### config.mk
export PLATFORM = sky130hd
export DESIGN_NAME = mem_port_arbiter_flat
export DESIGN_NICKNAME = d
export VERILOG_FILES = /design/src/rtl/riscv_pkg.sv /design/src/rtl/mem_port_arbiter_if.sv /design/src/rtl/arb_id_fifo.sv /design/src/rtl/mem_port_arbiter.sv /design/src/flat_wrapper.sv
export SDC_FILE = /design/constraint.sdc
export NUM_CORES = 1
export LEC_CHECK = 0
export CAP_MARGIN = 20
export CORE_AREA = 4 4 119 121
export DETAILED_ROUTE_END_ITERATION = 6
export DIE_AREA = 0 0 123 125
export HOLD_SLACK_MARGIN = 0.03
export PLACE_DENSITY = 0.57
export SLEW_MARGIN = 10
export SYNTH_ARGS = -nofsm -noshare
export SYNTH_HDL_FRONTEND = slang
export SYNTH_SLANG_ARGS = --single-unit
### constraint.sdc
create_clock -name clk_i -period 2.97 [get_ports clk_i]
set_input_delay 0.4455 -clock clk_i [delete_from_list [all_inputs] [get_ports clk_i]]
set_output_delay 0.4455 -clock clk_i [all_outputs]
set_load 0.01 [all_outputs]
### src/rtl/riscv_pkg.sv
// Shared core types: bus widths, requester IDs and the memory request record.
package riscv_pkg;

    localparam int XLEN     = 32;
    localparam int MEM_BE_W = 4;

    typedef enum logic {
        REQ_IFETCH = 1'b0,
        REQ_LSU    = 1'b1
    } requester_id_e;

    typedef struct packed {
        logic                we;
        logic [XLEN-1:0]     addr;
        logic [XLEN-1:0]     wdata;
        logic [MEM_BE_W-1:0] be;
    } mem_req_t;

endpackage

### src/rtl/mem_port_arbiter_if.sv
// Bundle of both requester ports and the shared memory port.
// slave = arbiter view, master = core/memory-model view.
interface mem_port_arbiter_if #(
    parameter int XLEN = riscv_pkg::XLEN
);
    import riscv_pkg::*;

    logic                m0_req_i, m0_we_i, m0_gnt_o, m0_rvalid_o;
    logic [XLEN-1:0]     m0_addr_i, m0_wdata_i, m0_rdata_o;
    logic [MEM_BE_W-1:0] m0_be_i;
    logic                m1_req_i, m1_we_i, m1_gnt_o, m1_rvalid_o;
    logic [XLEN-1:0]     m1_addr_i, m1_wdata_i, m1_rdata_o;
    logic [MEM_BE_W-1:0] m1_be_i;
    logic                mem_req_o, mem_we_o, mem_gnt_i, mem_rvalid_i, err_o;
    logic [XLEN-1:0]     mem_addr_o, mem_wdata_o, mem_rdata_i;
    logic [MEM_BE_W-1:0] mem_be_o;

    modport slave (
        input  m0_req_i, m0_we_i, m0_addr_i, m0_wdata_i, m0_be_i,
        output m0_gnt_o, m0_rvalid_o, m0_rdata_o,
        input  m1_req_i, m1_we_i, m1_addr_i, m1_wdata_i, m1_be_i,
        output m1_gnt_o, m1_rvalid_o, m1_rdata_o,
        output mem_req_o, mem_we_o, mem_addr_o, mem_wdata_o, mem_be_o, err_o,
        input  mem_gnt_i, mem_rvalid_i, mem_rdata_i
    );

    modport master (
        output m0_req_i, m0_we_i, m0_addr_i, m0_wdata_i, m0_be_i,
        input  m0_gnt_o, m0_rvalid_o, m0_rdata_o,
        output m1_req_i, m1_we_i, m1_addr_i, m1_wdata_i, m1_be_i,
        input  m1_gnt_o, m1_rvalid_o, m1_rdata_o,
        input  mem_req_o, mem_we_o, mem_addr_o, mem_wdata_o, mem_be_o, err_o,
        output mem_gnt_i, mem_rvalid_i, mem_rdata_i
    );

endinterface

### src/rtl/arb_id_fifo.sv
// In-order FIFO of requester IDs for outstanding memory accesses.
// A push is accepted while full when a pop happens in the same cycle.
module arb_id_fifo
    import riscv_pkg::*;
#(
    parameter int DEPTH = 2
) (
    input  logic          clk_i,
    input  logic          rst_i,
    input  logic          push_i,
    input  requester_id_e push_id_i,
    input  logic          pop_i,
    output requester_id_e head_id_o,
    output logic          full_o,
    output logic          empty_o
);

    localparam int PTR_W = (DEPTH > 1) ? $clog2(DEPTH) : 1;
    localparam int CNT_W = $clog2(DEPTH + 1);

    requester_id_e    slots_q [DEPTH];
    logic [PTR_W-1:0] wr_ptr_q, wr_ptr_d, rd_ptr_q, rd_ptr_d;
    logic [CNT_W-1:0] count_q, count_d;
    logic             do_push, do_pop;

    function automatic logic [PTR_W-1:0] ptr_inc(input logic [PTR_W-1:0] p);
        return (p == PTR_W'(DEPTH - 1)) ? '0 : p + 1'b1;
    endfunction

    assign empty_o   = (count_q == '0);
    assign full_o    = (count_q == CNT_W'(DEPTH));
    assign do_pop    = pop_i && !empty_o;
    assign do_push   = push_i && (!full_o || do_pop);
    assign head_id_o = slots_q[rd_ptr_q];

    always_comb begin
        wr_ptr_d = wr_ptr_q;
        rd_ptr_d = rd_ptr_q;
        if (do_push) wr_ptr_d = ptr_inc(wr_ptr_q);
        if (do_pop)  rd_ptr_d = ptr_inc(rd_ptr_q);
        count_d = count_q + CNT_W'(do_push) - CNT_W'(do_pop);
    end

    // NOTE: sequential state uses non-blocking assignments so every flop samples pre-edge values.
    always_ff @(posedge clk_i or posedge rst_i) begin
        if (rst_i) begin
            wr_ptr_q <= '0;
            rd_ptr_q <= '0;
            count_q  <= '0;
        end else begin
            wr_ptr_q <= wr_ptr_d;
            rd_ptr_q <= rd_ptr_d;
            count_q  <= count_d;
        end
    end

    // NOTE: slot storage has no reset; count_q gates every read, so stale slots are never observed.
    always_ff @(posedge clk_i) begin
        if (do_push) slots_q[wr_ptr_q] <= push_id_i;
    end

endmodule

### src/rtl/mem_port_arbiter.sv
// Round-robin arbiter sharing one memory port between fetch (M0) and LSU (M1).
// Define ARB_PERF_CNT_EN to add grant/stall performance counters.
module mem_port_arbiter
    import riscv_pkg::*;
#(
    parameter int XLEN            = riscv_pkg::XLEN,
    parameter int MAX_OUTSTANDING = 2
) (
    input  logic clk_i,
    input  logic rst_i,
    mem_port_arbiter_if.slave bus
`ifdef ARB_PERF_CNT_EN
    ,
    output logic [31:0] m0_gnt_cnt_o,
    output logic [31:0] m1_gnt_cnt_o,
    output logic [31:0] stall_cnt_o
`endif
);

    requester_id_e last_grant_q, last_grant_d, lock_id_q, lock_id_d, sel, head_id;
    logic          lock_q, lock_d, sel_req, can_issue, accept, resp_ok;
    logic          fifo_full, fifo_empty;

    // A stalled request (mem_gnt_i low) keeps its selection until accepted.
    always_comb begin
        sel = REQ_IFETCH;
        if (lock_q)                                sel = lock_id_q;
        else if (bus.m0_req_i && bus.m1_req_i)     sel = (last_grant_q == REQ_IFETCH) ? REQ_LSU : REQ_IFETCH;
        else if (bus.m1_req_i)                     sel = REQ_LSU;
    end

    always_comb begin
        sel_req         = bus.m0_req_i;
        bus.mem_we_o    = bus.m0_we_i;
        bus.mem_addr_o  = bus.m0_addr_i;
        bus.mem_wdata_o = bus.m0_wdata_i;
        bus.mem_be_o    = bus.m0_be_i;
        if (sel == REQ_LSU) begin
            sel_req         = bus.m1_req_i;
            bus.mem_we_o    = bus.m1_we_i;
            bus.mem_addr_o  = bus.m1_addr_i;
            bus.mem_wdata_o = bus.m1_wdata_i;
            bus.mem_be_o    = bus.m1_be_i;
        end
    end

    assign can_issue     = !fifo_full || bus.mem_rvalid_i;
    assign bus.mem_req_o = sel_req && can_issue;
    assign accept        = bus.mem_req_o && bus.mem_gnt_i;
    assign bus.m0_gnt_o  = accept && (sel == REQ_IFETCH);
    assign bus.m1_gnt_o  = accept && (sel == REQ_LSU);

    assign resp_ok         = bus.mem_rvalid_i && !fifo_empty;
    assign bus.err_o       = bus.mem_rvalid_i && fifo_empty;
    assign bus.m0_rvalid_o = resp_ok && (head_id == REQ_IFETCH);
    assign bus.m1_rvalid_o = resp_ok && (head_id == REQ_LSU);
    assign bus.m0_rdata_o  = bus.m0_rvalid_o ? bus.mem_rdata_i : {XLEN{1'b0}};
    assign bus.m1_rdata_o  = bus.m1_rvalid_o ? bus.mem_rdata_i : {XLEN{1'b0}};

    always_comb begin
        last_grant_d = last_grant_q;
        lock_d       = bus.mem_req_o && !bus.mem_gnt_i;
        lock_id_d    = sel;
        if (accept) last_grant_d = sel;
    end

    always_ff @(posedge clk_i or posedge rst_i) begin
        if (rst_i) begin
            last_grant_q <= REQ_LSU;
            lock_q       <= 1'b0;
            lock_id_q    <= REQ_IFETCH;
        end else begin
            last_grant_q <= last_grant_d;
            lock_q       <= lock_d;
            lock_id_q    <= lock_id_d;
        end
    end

    arb_id_fifo #(.DEPTH(MAX_OUTSTANDING)) u_id_fifo (
        .clk_i     (clk_i),
        .rst_i     (rst_i),
        .push_i    (accept),
        .push_id_i (sel),
        .pop_i     (bus.mem_rvalid_i),
        .head_id_o (head_id),
        .full_o    (fifo_full),
        .empty_o   (fifo_empty)
    );

`ifdef ARB_PERF_CNT_EN
    logic [31:0] m0_cnt_q, m0_cnt_d, m1_cnt_q, m1_cnt_d, stall_cnt_q, stall_cnt_d;

    always_comb begin
        m0_cnt_d    = m0_cnt_q + 32'(bus.m0_gnt_o);
        m1_cnt_d    = m1_cnt_q + 32'(bus.m1_gnt_o);
        stall_cnt_d = stall_cnt_q + 32'((bus.m0_req_i || bus.m1_req_i) && !accept);
    end

    always_ff @(posedge clk_i or posedge rst_i) begin
        if (rst_i) begin
            m0_cnt_q    <= '0;
            m1_cnt_q    <= '0;
            stall_cnt_q <= '0;
        end else begin
            m0_cnt_q    <= m0_cnt_d;
            m1_cnt_q    <= m1_cnt_d;
            stall_cnt_q <= stall_cnt_d;
        end
    end

    assign m0_gnt_cnt_o = m0_cnt_q;
    assign m1_gnt_cnt_o = m1_cnt_q;
    assign stall_cnt_o  = stall_cnt_q;
`endif

endmodule

### src/flat_wrapper.sv
// flat-port wrapper written by rule: the top's interface ports become plain ports
module mem_port_arbiter_flat import riscv_pkg::*;
#(
    parameter int XLEN            = riscv_pkg::XLEN,
    parameter int MAX_OUTSTANDING = 2
)
  (clk_i, rst_i, bus_m0_req_i, bus_m0_we_i, bus_m0_addr_i, bus_m0_wdata_i, bus_m0_be_i, bus_m0_gnt_o, bus_m0_rvalid_o, bus_m0_rdata_o, bus_m1_req_i, bus_m1_we_i, bus_m1_addr_i, bus_m1_wdata_i, bus_m1_be_i, bus_m1_gnt_o, bus_m1_rvalid_o, bus_m1_rdata_o, bus_mem_req_o, bus_mem_we_o, bus_mem_addr_o, bus_mem_wdata_o, bus_mem_be_o, bus_err_o, bus_mem_gnt_i, bus_mem_rvalid_i, bus_mem_rdata_i);
  mem_port_arbiter_if #(.XLEN(XLEN)) bus_i ();
  input  logic clk_i;
  input  logic rst_i;
  input wire logic [$bits(bus_i.m0_req_i)-1:0] bus_m0_req_i;
  input wire logic [$bits(bus_i.m0_we_i)-1:0] bus_m0_we_i;
  input wire logic [$bits(bus_i.m0_addr_i)-1:0] bus_m0_addr_i;
  input wire logic [$bits(bus_i.m0_wdata_i)-1:0] bus_m0_wdata_i;
  input wire logic [$bits(bus_i.m0_be_i)-1:0] bus_m0_be_i;
  output wire logic [$bits(bus_i.m0_gnt_o)-1:0] bus_m0_gnt_o;
  output wire logic [$bits(bus_i.m0_rvalid_o)-1:0] bus_m0_rvalid_o;
  output wire logic [$bits(bus_i.m0_rdata_o)-1:0] bus_m0_rdata_o;
  input wire logic [$bits(bus_i.m1_req_i)-1:0] bus_m1_req_i;
  input wire logic [$bits(bus_i.m1_we_i)-1:0] bus_m1_we_i;
  input wire logic [$bits(bus_i.m1_addr_i)-1:0] bus_m1_addr_i;
  input wire logic [$bits(bus_i.m1_wdata_i)-1:0] bus_m1_wdata_i;
  input wire logic [$bits(bus_i.m1_be_i)-1:0] bus_m1_be_i;
  output wire logic [$bits(bus_i.m1_gnt_o)-1:0] bus_m1_gnt_o;
  output wire logic [$bits(bus_i.m1_rvalid_o)-1:0] bus_m1_rvalid_o;
  output wire logic [$bits(bus_i.m1_rdata_o)-1:0] bus_m1_rdata_o;
  output wire logic [$bits(bus_i.mem_req_o)-1:0] bus_mem_req_o;
  output wire logic [$bits(bus_i.mem_we_o)-1:0] bus_mem_we_o;
  output wire logic [$bits(bus_i.mem_addr_o)-1:0] bus_mem_addr_o;
  output wire logic [$bits(bus_i.mem_wdata_o)-1:0] bus_mem_wdata_o;
  output wire logic [$bits(bus_i.mem_be_o)-1:0] bus_mem_be_o;
  output wire logic [$bits(bus_i.err_o)-1:0] bus_err_o;
  input wire logic [$bits(bus_i.mem_gnt_i)-1:0] bus_mem_gnt_i;
  input wire logic [$bits(bus_i.mem_rvalid_i)-1:0] bus_mem_rvalid_i;
  input wire logic [$bits(bus_i.mem_rdata_i)-1:0] bus_mem_rdata_i;
  assign bus_i.m0_req_i = bus_m0_req_i;
  assign bus_i.m0_we_i = bus_m0_we_i;
  assign bus_i.m0_addr_i = bus_m0_addr_i;
  assign bus_i.m0_wdata_i = bus_m0_wdata_i;
  assign bus_i.m0_be_i = bus_m0_be_i;
  assign bus_m0_gnt_o = bus_i.m0_gnt_o;
  assign bus_m0_rvalid_o = bus_i.m0_rvalid_o;
  assign bus_m0_rdata_o = bus_i.m0_rdata_o;
  assign bus_i.m1_req_i = bus_m1_req_i;
  assign bus_i.m1_we_i = bus_m1_we_i;
  assign bus_i.m1_addr_i = bus_m1_addr_i;
  assign bus_i.m1_wdata_i = bus_m1_wdata_i;
  assign bus_i.m1_be_i = bus_m1_be_i;
  assign bus_m1_gnt_o = bus_i.m1_gnt_o;
  assign bus_m1_rvalid_o = bus_i.m1_rvalid_o;
  assign bus_m1_rdata_o = bus_i.m1_rdata_o;
  assign bus_mem_req_o = bus_i.mem_req_o;
  assign bus_mem_we_o = bus_i.mem_we_o;
  assign bus_mem_addr_o = bus_i.mem_addr_o;
  assign bus_mem_wdata_o = bus_i.mem_wdata_o;
  assign bus_mem_be_o = bus_i.mem_be_o;
  assign bus_err_o = bus_i.err_o;
  assign bus_i.mem_gnt_i = bus_mem_gnt_i;
  assign bus_i.mem_rvalid_i = bus_mem_rvalid_i;
  assign bus_i.mem_rdata_i = bus_mem_rdata_i;
  mem_port_arbiter #(.XLEN(XLEN), .MAX_OUTSTANDING(MAX_OUTSTANDING)) u_core (.clk_i(clk_i), .rst_i(rst_i), .bus(bus_i));
endmodule
==> out/metrics.cfg <==
[outcome]
status = finished clean

[floorplan]
fp.dieW_um = 123
die_h_um = 125
ios = 315
dieArea_um2 = 15400
rows = 42
start_util = 0.137
coreArea_um2 = 13100

[final_layout]
drive_above_1_share = 0.171
nets = 688
multi_input_area_um2 = 1430
diodes = 0
seqCellArea_um2 = 236
fill_cells = 1271
fin_util = 0.403
stdcell_count = 685
area_delta_synth_final_pct = 194
fin_area_um2 = 5270

[sta]
maxSlewHeadroom = 0.779
clock_skew_ps = 2.49
period_needed_ps = 2890
fmax_ghz = 0.346
rsz0062_at_grt = false
fin_crit_sh = 0.972
maxSlewViolCount = 0
setup_viol = 0
hold_viol = 0
worstMarginPinSlew_ps = 331
tns_ps = 0

[power]
p_per_area_nw_per_um2 = 465
vdd_ir_drop_max_v = 0.000222
power_mw = 2.45
leakagePower_nw = 2.02

[hold_path]
hold_path_class = input pin to async pin

[clock_tree]
cts-buffers-inserted = 3
clkLatencyLatePin_ps = 230
cts_sinks = 9
cts_tree = done
max-clock-path-buffers = 2
clk_pin_slew_ps = 40
hold_buffers = 0
cts_root_buf = clkbuf_16
htree_num_levels = 1

[worst_setup_path]
cp.arrival_ps = 2440
cp-start-kind = input pin
r2r-end = u_core.u_id_fifo.count_q[1]
reg2reg_from = u_core.u_id_fifo.count_q[1]
worst_path_largest_cell_delay_ps = 500
worst_path_max_delay_cell = clkdlybuf4s50_1
critical_path.cell_chain = clkdlybuf4s50_1 -> nor2b_1 -> a21boi_4 -> buf_12 -> buf_12 -> mux2_2 -> clkdlybuf4s50_1
end_kind = output port
rr_worst_depth = 8
worstPathMaxFanout = 20
r2r_setup_slack_ps = 760
path_class = input pin to output port
crit_required_ps = 2520

[placement]
dp_hpwl_um = 10600
place_congestion = 1.07
dp.cells = 681
place.port_buffers = 314
place_area_um2 = 5190

[yosys]
syn_area_per_cell_um2 = 9.15
syn_area_um2 = 1790
synth_edf_count = 2
synthCells = 196
synth_nets = 374
synth-xor-area-share = 0.0147
ys_ff_latch = 9
synth-simple-area-share = 0.294
synth_top_area_frac = 0.433
synthMuxAreaShare = 0.439
ys_warn_count = 0
yosysMostFrequentCell = mux2_2
synth_area_leader_cell = mux2_2
synth_fa_ha_area_frac = 0.0140
synthTopCellsByArea = mux2_2 (43%), and2_1 (22%), dfrtp_1 (8.4%)
ys.flop_type = dfrtp_1
yosysSeqAreaShare = 0.132
synth.distinct_cells = 32
synth_compound_area_frac = 0.0307
ys_top_cells_by_count = mux2_2 (69), and2_1 (64), buf_6 (7)
async_flop_share = 0.778
synth_top_family_by_area = multiplexers

[routing]
avgViaCountPerCell = 3.92
ant_nets = 0
drc_errors = 0
vias = 2685
post_drt_wl_per_cell_um = 17.1
first_iter_violations = 23
firstDrtPassIters = 4
wl_um = 11700

[global_route]
grt_pass1_vias = 2813
use_met1 = 0.155
grt.overflow.total = 0
grt_antenna_before_repair = 0
grt_use_total = 0.140
use_met2 = 0.256
gr-max-usage-layer = met2
grt_max_degree = 34
grt_pass1_wl_um = 16700
met3_usage = 0.0470

[flow_run]
cap_violations = 0

[cell usage in the layout, fill, tap and decap left out, types with 3 or more instances in the layout]
| cell type | instances |
|---|---|
| clkdlybuf4s50_1 | 312 |
| mux2_2 | 69 |
| and2_1 | 64 |
| dfrtp_1 | 6 |
| inv_1 | 5 |
| buf_4 | 5 |
| buf_12 | 5 |
| xnor2_1 | 3 |
| nand2_1 | 3 |
| nor2b_1 | 3 |
| nor2_1 | 3 |
| clkbuf_16 | 3 |
[metal layers]
| metal | up-vias | part of all wire |
|---|---|---|
| met1 | 1168 | 0.36 |
| li1 | 1301 | - |
| met5 | - | 0 |
| met3 | 14 | 0.12 |
| met4 | 0 | 0.022 |
| met2 | 202 | 0.49 |
[kinds of logic (layout without fill, tap and decap cells)]
family	Yosys count	in the layout
mux	70	70
fa+ha+maj	2	2
buf+inv	20	333
flops	9	9
xor+xnor	3	3
simple gates	84	84
compound gates	8	8
[final cells by class]
cell class                 instances  area share
clock buffer                       4      0.0150
inverter                           5     0.00356
multi-input combinational        167       0.272
sequential                         9      0.0449
tap                              176      0.0418
timing repair buffer             324       0.623
[flip-flops by register name, indices dropped and copies added, names as in the netlist]
register                   count
u_core.u_id_fifo.slots_q       2
u_core.u_id_fifo.rd_ptr_q      1
u_core.u_id_fifo.count_q       2
u_core.u_id_fifo.wr_ptr_q      1
u_core.last_grant_q            1
u_core.lock_q                  1
u_core.lock_id_q               1
[critical path: cells and delay by family]
family          cells  cell delay, ps
compound gates      1             190
buf+inv             4            1280
mux                 1             350
simple gates        1             160
[stage by stage]
stage / hold WS [ps] / setup slack, ps
2_1_floorplan: 248 / 809
6_report: 452 / 82.9
3_3_place_gp: 481 / 71.7
3_5_place_dp: 491 / 64.5
5_1_grt: 501 / 3.44
4_1_cts: 462 / 59.9
[how the worst max path moves through the flow]
| stage | cells past startpoint | to | slack [ps] | startpoint |
|---|---|---|---|---|
| after floorplan | 9 | u_core.u_id_fifo.count_q[1] | 810 | bus_m1_req_i |
| after global placement | 7 | bus_mem_addr_o[20] | 70 | bus_m1_req_i |
| after detailed placement | 7 | bus_mem_addr_o[11] | 60 | bus_m1_req_i |
| after CTS | 7 | bus_mem_addr_o[11] | 60 | bus_m1_req_i |
| after global routing | 7 | bus_mem_addr_o[18] | 3 | bus_m1_req_i |
| final | 7 | bus_mem_addr_o[18] | 80 | bus_m1_req_i |
[power breakdown]
group	internal, mW	switching, mW	total (mW)
Clock	0.179	0.0560	0.235
Combinational	1.24	0.749	1.99
Sequential	0.185	0.0417	0.227
[what timing repair did]
item                       CTS  global route
setup buffers                0             0
setup endpoints to repair    0             2
gates resized for setup      0             2
No activity file was read; power rests on OpenSTA's default activity.
